[config.mk]
export PLATFORM = sky130hd
export DESIGN_NAME = clk_div_multi
export DESIGN_NICKNAME = d
export VERILOG_FILES = /design/src/rtl/clk_div_multi.sv
export SDC_FILE = /design/constraint.sdc
export NUM_CORES = 1
export LEC_CHECK = 0
export BUFFER_PORTS_ARGS = -buffer_cell sky130_fd_sc_hd__buf_2
export CORE_MARGIN = 2
export CORE_UTILIZATION = 35
export CTS_BUF_LIST = sky130_fd_sc_hd__clkbuf_4
export DETAILED_ROUTE_END_ITERATION = 7
export PLACE_DENSITY = 0.66
export SYNTH_ARGS = -nofsm -noshare
export SYNTH_HDL_FRONTEND = slang
export SYNTH_SLANG_ARGS = --single-unit
[constraint.sdc]
create_clock -name clk -period 2 [get_ports clk]
set_clock_uncertainty 0.1 [all_clocks]
set_input_delay 0 -clock clk [delete_from_list [all_inputs] [get_ports clk]]
set_output_delay 0 -clock clk [all_outputs]
set_load 0.005 [all_outputs]
[src/rtl/clk_div_multi.sv]
// rtl/clk_div_multi.sv - multi-channel programmable clock divider with toggle and pulse modes
module clk_div_multi #(
  parameter int CHANNELS    = 2,
  parameter int WIDTH       = 26,
  parameter int DEFAULT_DIV = 49999999
) (
  input  logic                      clk,
  input  logic                      reset,
  input  logic [CHANNELS-1:0]       enable,
  input  logic [CHANNELS-1:0]       load,
  input  logic [CHANNELS*WIDTH-1:0] div_value,
  input  logic [CHANNELS-1:0]       mode,
  output logic [CHANNELS-1:0]       clk_d,
  output logic [CHANNELS-1:0]       tick
);

  localparam logic [WIDTH-1:0] DEFAULT_Q = WIDTH'(DEFAULT_DIV);

  for (genvar i = 0; i < CHANNELS; i++) begin : g_ch
    logic [WIDTH-1:0] div_q;
    logic [WIDTH-1:0] count;
    logic             clk_d_q;
    logic             tick_q;
    logic             term;

    // Terminal count: enabled, counter at the divide value, and not being reloaded
    always_comb begin
      term = enable[i] & (count == div_q) & ~load[i];
    end

    // Per-channel state: load wins over counting, disabled channels freeze except tick
    always_ff @(posedge clk) begin
      if (reset) begin
        div_q   <= DEFAULT_Q;
        count   <= '0;
        clk_d_q <= 1'b0;
        tick_q  <= 1'b0;
      end else if (load[i]) begin
        div_q  <= div_value[i*WIDTH +: WIDTH];
        count  <= '0;
        tick_q <= 1'b0;
      end else if (enable[i]) begin
        count  <= term ? '0 : count + WIDTH'(1);
        tick_q <= term;
        if (mode[i]) begin
          clk_d_q <= term;
        end else if (term) begin
          clk_d_q <= ~clk_d_q;
        end
      end else begin
        tick_q <= 1'b0;
      end
    end

    assign clk_d[i] = clk_d_q;
    assign tick[i]  = tick_q;
  end

endmodule

== Yosys cells after proc, flatten, opt, wreduce, memory -nomap -nowiden ==
Index checks and enable logic that the tools add are counted.

* Logic and storage cells: 36
* Bits in registers: 108

* Reduce and logical (&&, ||, !) cells: 8
* Bitwise operators: 10
* $add $sub $neg: 2
* Eq/ne operators: 2
* Muxes and demuxes: 6

{| class="wikitable"
|+ Operators with widths
! kind !! count
|-
| 26-bit by 1-bit adder with 26-bit output (second input constant) || 2
|-
| 26-bit equality test || 2
|-
| 26-bit 2-to-1 mux || 2
|-
| 1-bit inverter || 6
|-
| 3-bit AND reduction || 2
|-
| 3-bit OR reduction || 2
|-
| 1-bit bitwise AND || 4
|-
| 1-bit 2-to-1 mux || 4
|-
| 2-bit nonzero test || 2
|-
| 2-bit OR reduction || 2
|}

== Longest topological paths before layout ==
Gate-level depths: netlist of the first run.

* Depth after elaboration: 5
* Mapped depth: 7
* Gate-level depth less buffers: 6

== Least setup slack after synthesis of the first run ==
No wires, ideal clock.

* Path kind: reg2reg
* Start point: reg g_ch[0].count[5]
* End point: reg g_ch[0].clk_d_q
* Buffers on the path: 1
* Data required time: 1,826 ps
* Arrival time: 1,907 ps
* Clock period less this slack: 2,081 ps
* Setup slack: -81 ps
* Cell stages (with the launch flop): 7
* Path through: dfxtp_1 -> xnor2_1 -> nand4_1 -> or4_1 -> buf_2 -> or4_1 -> a31oi_1

* Cells in the longest elaborated chain, start to end: 5

{| class="wikitable"
|+ Ends and longest elaborated chain
! what !! line !! source
|-
| from (decl) || 21 || <nowiki>logic [WIDTH-1:0] count;</nowiki>
|-
| from (signal assigned) || 43 || <nowiki>count <= term ? '0 : count + WIDTH'(1);</nowiki>
|-
| 26-bit equality test * || 28 || <nowiki>term = enable[i] & (count == div_q) & ~load[i];</nowiki>
|-
| 1-bit bitwise AND * (2 in series) || 28 ||
|-
| 2-bit nonzero test (no line) || n/a ||
|-
| 3-bit AND reduction (no line) || n/a ||
|-
| to (signal assigned) || 46 || <nowiki>clk_d_q <= term;</nowiki>
|-
| to (signal assigned) || 48 || <nowiki>clk_d_q <= ~clk_d_q;</nowiki>
|-
| to (decl) || 22 || <nowiki>logic clk_d_q;</nowiki>
|}

Mark *: on every way between the ends. The rest lies on a longest branch, timed or not.
A chain may end at the register's enable or synchronous reset.

== Worst setup path in the final report of the first run ==
* Start point: reg g_ch[0].div_q[3]
* End point: reg g_ch[0].clk_d_q

* Cells in the longest elaborated chain, start to end: 5

{| class="wikitable"
|+ Ends and longest elaborated chain
! what !! line !! source
|-
| from (decl) || 20 || <nowiki>logic [WIDTH-1:0] div_q;</nowiki>
|-
| from (signal assigned) || 39 || <nowiki>div_q <= div_value[i*WIDTH +: WIDTH];</nowiki>
|-
| 26-bit equality test * || 28 ||
|-
| 1-bit bitwise AND * (2 in series) || 28 ||
|-
| 2-bit nonzero test (no line) || n/a ||
|-
| 3-bit AND reduction (no line) || n/a ||
|}

Marks and branches as above.

==> results.py, run 1 <==
metrics = {
    "floorplanning": {
        "io_pins": 64,
        "initial_core_util_pct": 35.6,
        "core_area_um2": 13800,
        "dieWidth_um": 122,
        "die_h_um": 122,
        "die_area_um2": 15000,
        "rows": 43,
    },
    "sta": {
        "finalHoldViolations": 0,
        "hold_slack_ns": 0.181,
        "slew_headroom_pct": 68.6,
        "slew_viol_final": 0,
        "finalCritPeriodShare_pct": 98.3,
        "setup_viol": 0,
        "max_freq_ghz": 0.509,
        "tightest_slew_ns": 0.459,
        "rsz0062_at_grt": "yes",
        "min_period_ns": 1.97,
    },
    "synth": {
        "synth_enable_flop_cells": 0,
        "synthArstFlopShare_pct": 0,
        "syn-num-nets": 598,
        "avgSynthCellArea_um2": 9.15,
        "synth_ff_type": "dfxtp_1",
        "synth_top_family_by_area": "simple AND/OR/NAND/NOR gates",
        "synthMuxAreaShare_pct": 10.6,
        "synth-simple-area-share_pct": 21.7,
        "synth-compound-area-share_pct": 2.27,
        "synth_fa_ha_area_share_pct": 0.510,
        "ys.warnings.count": 0,
        "synthesis.instances": 536,
        "synthXorXnorAreaFrac_pct": 17.8,
        "synth_cell_types": 37,
        "synth-seq-cells": 108,
        "seq_area_frac_synth_pct": 44.1,
        "synth.cell_area_um2": 4900,
    },
    "cells_and_area": {
        "post-route-util_pct": 50.4,
        "drive_gt1_share_pct": 22.1,
        "fin_area_um2": 6940,
        "fin_nets": 791,
        "areaGrowthSynthToFinish_pct": 41.6,
        "antenna_cells": 0,
    },
    "global_route": {
        "grt_antenna_before_repair": 0,
        "grt_pass1_wl_mm": 21.3,
        "grt_max_degree": 27,
        "grt_pass1_vias": 4584,
        "grt_usage_pct": 18.2,
        "overflow": 0,
    },
    "pwr": {
        "pwr_density_cell_nw_per_um2": 575,
        "leakage_nw": 2.81,
        "finalPower_w": 0.00399,
        "ir_drop_uv": 358,
    },
    "drt": {
        "final_antenna_net_count": 0,
        "wl_mm": 13.0,
        "post_drt_wl_per_cell_um": 14.2,
        "route.vias.total": 4327,
        "drt-pass1-iter-count": 4,
        "drc": 0,
        "vias_per_cell": 4.74,
        "first_iter_violations": 164,
    },
    "outcome": {
        "status": "finished clean",
    },
    "clock_network": {
        "cts_buffer_depth": 2,
        "numCtsBuffers": 9,
        "cts.sinks": 108,
        "clkSlewWorstSetupHoldPaths_ns": 0.15,
        "h-tree-depth": 3,
        "clock_latency_ns": 0.46,
        "cts_tree": "done",
        "root_buffer": "clkbuf_4",
    },
    "setup_path": {
        "crit_required_ns": 2.31,
        "end_kind": "flop",
        "r2r_cells": 5,
        "crit_start": "g_ch[0].div_q[3]",
        "crit_path_end": "g_ch[0].clk_d_q",
        "critPathKind": "flop to flop",
        "r2r_end": "g_ch[0].clk_d_q",
        "reg2reg_from": "g_ch[0].div_q[3]",
        "start_kind": "flop",
        "path_max_fanout": 4,
        "r2r_slack_ns": 0.03,
        "crit_arrival_ns": 2.27,
    },
    "placement": {
        "numPortBuffers": 63,
        "gp_congestion": 0.889,
        "postPlaceCellArea_um2": 5710,
        "dp_hpwl_mm": 8.90,
    },
    "run": {
        "max-cap-violations": 0,
    },
    "min_path": {
        "hp-class": "primary input to flop",
    },
}
## layout by cell type, fill, tap and decap left out, types with 6 or more instances in the layout
| cell type | Yosys | routed |
|---|---|---|
| and3_1 | 8 | 8 |
| dfxtp_2 | 0 | 19 |
| nand4_1 | 22 | 22 |
| nand2b_1 | 6 | 6 |
| nand3_1 | 15 | 14 |
| xnor2_1 | 74 | 67 |
| mux2i_1 | 52 | 52 |
| nor3_1 | 18 | 18 |
| xnor2_2 | 1 | 8 |
| nand2_1 | 56 | 56 |
| nor2_1 | 72 | 72 |
| and4_1 | 7 | 7 |
| inv_1 | 7 | 7 |
| buf_4 | 4 | 47 |
| dfxtp_1 | 108 | 89 |
| buf_2 | 3 | 61 |
| xor2_1 | 24 | 24 |
| dlygate4sd3_1 | 0 | 96 |
| clkbuf_4 | 0 | 13 |
## layer usage
metal | share of wire [%] | up-vias | global-route usage (%)
met5 | 0 | - | 0
met4 | 1.8 | 0 | 5.60
met3 | 3.8 | 18 | 4.69
met2 | 53 | 90 | 34.7
met1 | 41 | 2035 | 19.5
li1 | - | 2184 | -
## state kept, by name (all words and copies together) (netlist names)
register and count:
g_ch.count 52, g_ch.div_q 52, g_ch.clk_d_q 2, g_ch.tick_q 2
## layout make-up
| type | count | area, µm² |
|---|---|---|
| multi-input combinational | 394 | 2670 |
| inverter | 7 | 26.3 |
| sequential | 108 | 2190 |
| clock buffer | 11 | 82.6 |
| tap | 180 | 225 |
| clock inverter | 3 | 63.8 |
| timing repair buffer | 209 | 1690 |
| fill | 1272 | 6830 |
## synth_stat cells, types with 5 or more instances
cell / n / area share (%)
dfxtp_1: 108 / 44
xnor2_1: 74 / 13
nor2_1: 72 / 5.5
nand2_1: 56 / 4.3
mux2i_1: 52 / 11
xor2_1: 24 / 4.3
nand4_1: 22 / 2.8
nor3_1: 18 / 1.8
clkbuf_1: 17 / 1.3
nand3_1: 15 / 1.5
and3_1: 8 / 1.0
and4_1: 7 / 1.3
inv_1: 7 / 0.54
nor4_1: 7 / 0.89
nand2b_1: 6 / 0.77
o21ai_0: 6 / 0.61
a21oi_1: 5 / 0.51
## worst min path at each step
stage	from	end	slack, ns	depth (start not counted)
3_5_place_dp	div_value[39]	g_ch[1].div_q[13]	0.13	3
4_1_cts	div_value[38]	g_ch[1].div_q[12]	0.14	4
5_1_grt	div_value[49]	g_ch[1].div_q[23]	0.14	4
2_1_floorplan	div_value[0]	g_ch[0].div_q[0]	0.03	2
6_report	div_value[51]	g_ch[1].div_q[25]	0.18	4
3_3_place_gp	div_value[29]	g_ch[1].div_q[3]	0.12	3
## per-stage QoR
stage,TNS [ns],std cells,worst slack [ns]
2_1_floorplan,0,536,0.000928
3_3_place_gp,-0.0282,800,-0.0282
3_5_place_dp,-0.190,800,-0.109
4_1_cts,0,911,0.00520
5_1_grt,-0.0322,912,-0.0223
6_report,0,912,0.0347
## kinds of logic (layout without fill, tap and decap cells)
| kind of cell | after synthesis | after routing |
|---|---|---|
| xor+xnor | 99 | 99 |
| simple gates | 223 | 223 |
| flops | 108 | 108 |
| fa+ha+maj | 2 | 2 |
| mux | 52 | 52 |
| compound gates | 18 | 18 |
| buf+inv | 34 | 230 |
## worst max-delay path, cell delays in order (launching register included)
cell and delay (ns):
dfxtp_1 0.37, xor2_1 0.17, nor4_1 0.40, nand3_2 0.20, or4_1 0.54, a31oi_1 0.13
## what timing repair did
item                                    4_1_cts  5_1_grt
pin swaps                                     5        7
buffers inserted                              1        2
gates cloned                                  0        0
hold buffers                                 96        0
hold endpoints to repair                     64        0
resized for setup                            11       20
endpoints found under the setup margin       24       59
## power breakdown
part	switching [W]	internal (W)	total (W)	leakage (nW)
sequential	0.0000546	0.00222	0.00227	0.887
combinational	0.000198	0.000317	0.000514	1.84
clock	0.000681	0.000520	0.00120	0.0804
total	0.000933	0.00306	0.00399	2.81
Power figures use the tool's default switching activity.
==> inputs of run 2 (changes only) <==
CORE_UTILIZATION = 54   (was 35)
PLACE_DENSITY = 0.89   (was 0.66)
==> run 2 against run 1 <==
  * The run now ends with negative setup slack left
  * Utilization up 27 points
  * Clock power down 4%
  * Register-to-register slack worse by 0.09 ns
  * Fmax down 4.4%
  * Sequential cell count unchanged
==> results.py, run 2 (synthesized netlist as in run 1, its figures left out) <==
metrics = {
    "cells_and_area": {
        "reg.largest.list": "g_ch.count: 52 flops, g_ch.div_q: 52 flops",
        "final_cell_mix": "98 x dfxtp_1, 86 x dlygate4sd3_1, 72 x nor2_1, 69 x xnor2_1, 63 x buf_2",
        "antenna_cells": 0,
        "fin_nets": 782,
        "areaGrowthSynthToFinish_pct": 37.6,
        "drive_gt1_share_pct": 22.5,
        "stdcell_count": 833,
        "final_common_cell": "dfxtp_1",
        "fin_area_um2": 6750,
    },
    "sta": {
        "rsz0062_at_grt": "yes",
        "hold_slack_ns": 0.0957,
        "min_period_ns": 2.06,
        "slew_viol_final": 0,
        "tightest_slew_ns": 0.475,
        "max_freq_ghz": 0.486,
        "slew_headroom_pct": 68.2,
        "finalCritPeriodShare_pct": 103,
        "finalHoldViolations": 0,
        "setup_viol": 18,
        "layout_setup_ws_ns": -0.0555,
    },
    "drt": {
        "drc": 0,
        "route.vias.total": 4603,
        "vias_per_cell": 5.53,
        "final_antenna_net_count": 0,
        "post_drt_wl_per_cell_um": 17.5,
        "first_iter_violations": 243,
        "drt-pass1-iter-count": 4,
        "wl_mm": 14.6,
    },
    "floorplanning": {
        "die_h_um": 99.3,
        "io_pins": 64,
        "die_area_um2": 9860,
        "initial_core_util_pct": 55.9,
        "core_area_um2": 8760,
        "dieWidth_um": 99.3,
        "rows": 34,
    },
    "outcome": {
        "status": "complete, but fails checks",
        "violations": "negative setup slack",
    },
    "setup_path": {
        "crit_top_cell": "or4_4",
        "crit_arrival_ns": 2.34,
        "end_kind": "flop",
        "cp_cell_sequence": "xnor2_1 -> nand4_1 -> or4_4 -> or4_4 -> a31oi_2",
        "slowest_stage": "or4_4",
        "r2r_cells": 5,
        "slowest_delay_ns": 0.59,
        "start_kind": "flop",
        "critPathKind": "flop to flop",
        "path_max_fanout": 4,
        "crit_required_ns": 2.28,
    },
    "global_route": {
        "grt_max_degree": 27,
        "grt_usage_pct": 28.6,
        "grt_pass1_vias": 4858,
        "overflow": 0,
        "grt_antenna_before_repair": 0,
        "grt_pass1_wl_mm": 22.5,
    },
    "clock_network": {
        "cts_tree": "done",
        "h-tree-depth": 3,
        "clock_latency_ns": 0.47,
        "cts.sinks": 108,
        "numCtsBuffers": 9,
        "root_buffer": "clkbuf_4",
        "clkSlewWorstSetupHoldPaths_ns": 0.16,
        "cts_buffer_depth": 2,
    },
    "placement": {
        "pre_cts_ws_ns": -0.0552,
        "post-place-cells": 729,
        "dp_hpwl_mm": 8.61,
        "gp_congestion": 0.888,
        "postPlaceCellArea_um2": 5610,
        "numPortBuffers": 63,
    },
    "pwr": {
        "leakage_nw": 2.75,
        "pwr_density_cell_nw_per_um2": 584,
        "ir_drop_uv": 417,
    },
    "min_path": {
        "hp-class": "primary input to flop",
        "hold_path_depth": 3,
    },
    "run": {
        "max-cap-violations": 0,
    },
}
## run 2: cell types whose count changed in the layout (fill, tap and decap cells not counted), moves of 3 or more
cell / before / now
dlygate4sd3_1: 96 / 86
nor3_2: 0 / 3
dfxtp_1: 89 / 98
dfxtp_2: 19 / 10
clkbuf_4: 13 / 10
nor3_1: 18 / 15
## run 2: what timing repair did
item                       CTS  global route
gates cloned                 0             1
pin swaps                    4            10
resized for setup            4            25
setup buffers                0             1
hold buffers                86             0
hold endpoints to repair    64             0
setup endpoints to repair   21            37
## run 2: final timing paths
check                    startpoint           endpoint  slack (ns)
setup / recovery   g_ch[0].div_q[1]    g_ch[0].clk_d_q       -0.06
hold / removal              load[1]   g_ch[1].count[1]         0.1
setup reg to reg   g_ch[0].div_q[1]    g_ch[0].clk_d_q       -0.06
hold reg to reg   g_ch[0].div_q[13]  g_ch[0].div_q[13]        0.41
## run 2: final cells by class
class	count	area, µm²
Clock buffer	10	75.1
Clock inverter	6	72.6
Fill cell	502	2020
Inverter	7	26.3
Multi-Input combinational cell	394	2700
Sequential cell	108	2170
Tap cell	108	135
Timing Repair Buffer	200	1570
## run 2: per-stage QoR
stage | util [%] | setup TNS, ns | power, W
after floorplan | - | 0 | 0.00251
after detailed placement | 64.0 | -0.0675 | 0.00264
after global placement | 64.0 | -0.0107 | 0.00263
after global routing | 77.0 | -1.17 | 0.00405
final | 77.0 | -0.239 | 0.00394
after CTS | 75.7 | 0 | 0.00390
## run 2: metal layers
metal	share of wire [%]	wire, µm	track usage, %
met5	0	0	0
met4	4.7	685	14.1
met3	5.7	828	5.76
met2	53	7750	53.8
met1	37	5340	30.0
## run 2: critical path: cells and delay by family, from the launching register on
family | cells | cell delay [ns]
AOI/OAI and AO/OA | 1 | 0.17
and+or+nand+nor | 3 | 1.15
xor gates and xnor gates | 1 | 0.20
DFF | 1 | 0.37
## run 2: power by group
| group | switching (W) | leakage (nW) | total [W] | internal, W |
|---|---|---|---|---|
| combinational | 0.000213 | 1.79 | 0.000509 | 0.000296 |
| sequential | 0.0000544 | 0.886 | 0.00227 | 0.00222 |
| clock | 0.000744 | 0.0764 | 0.00115 | 0.000411 |
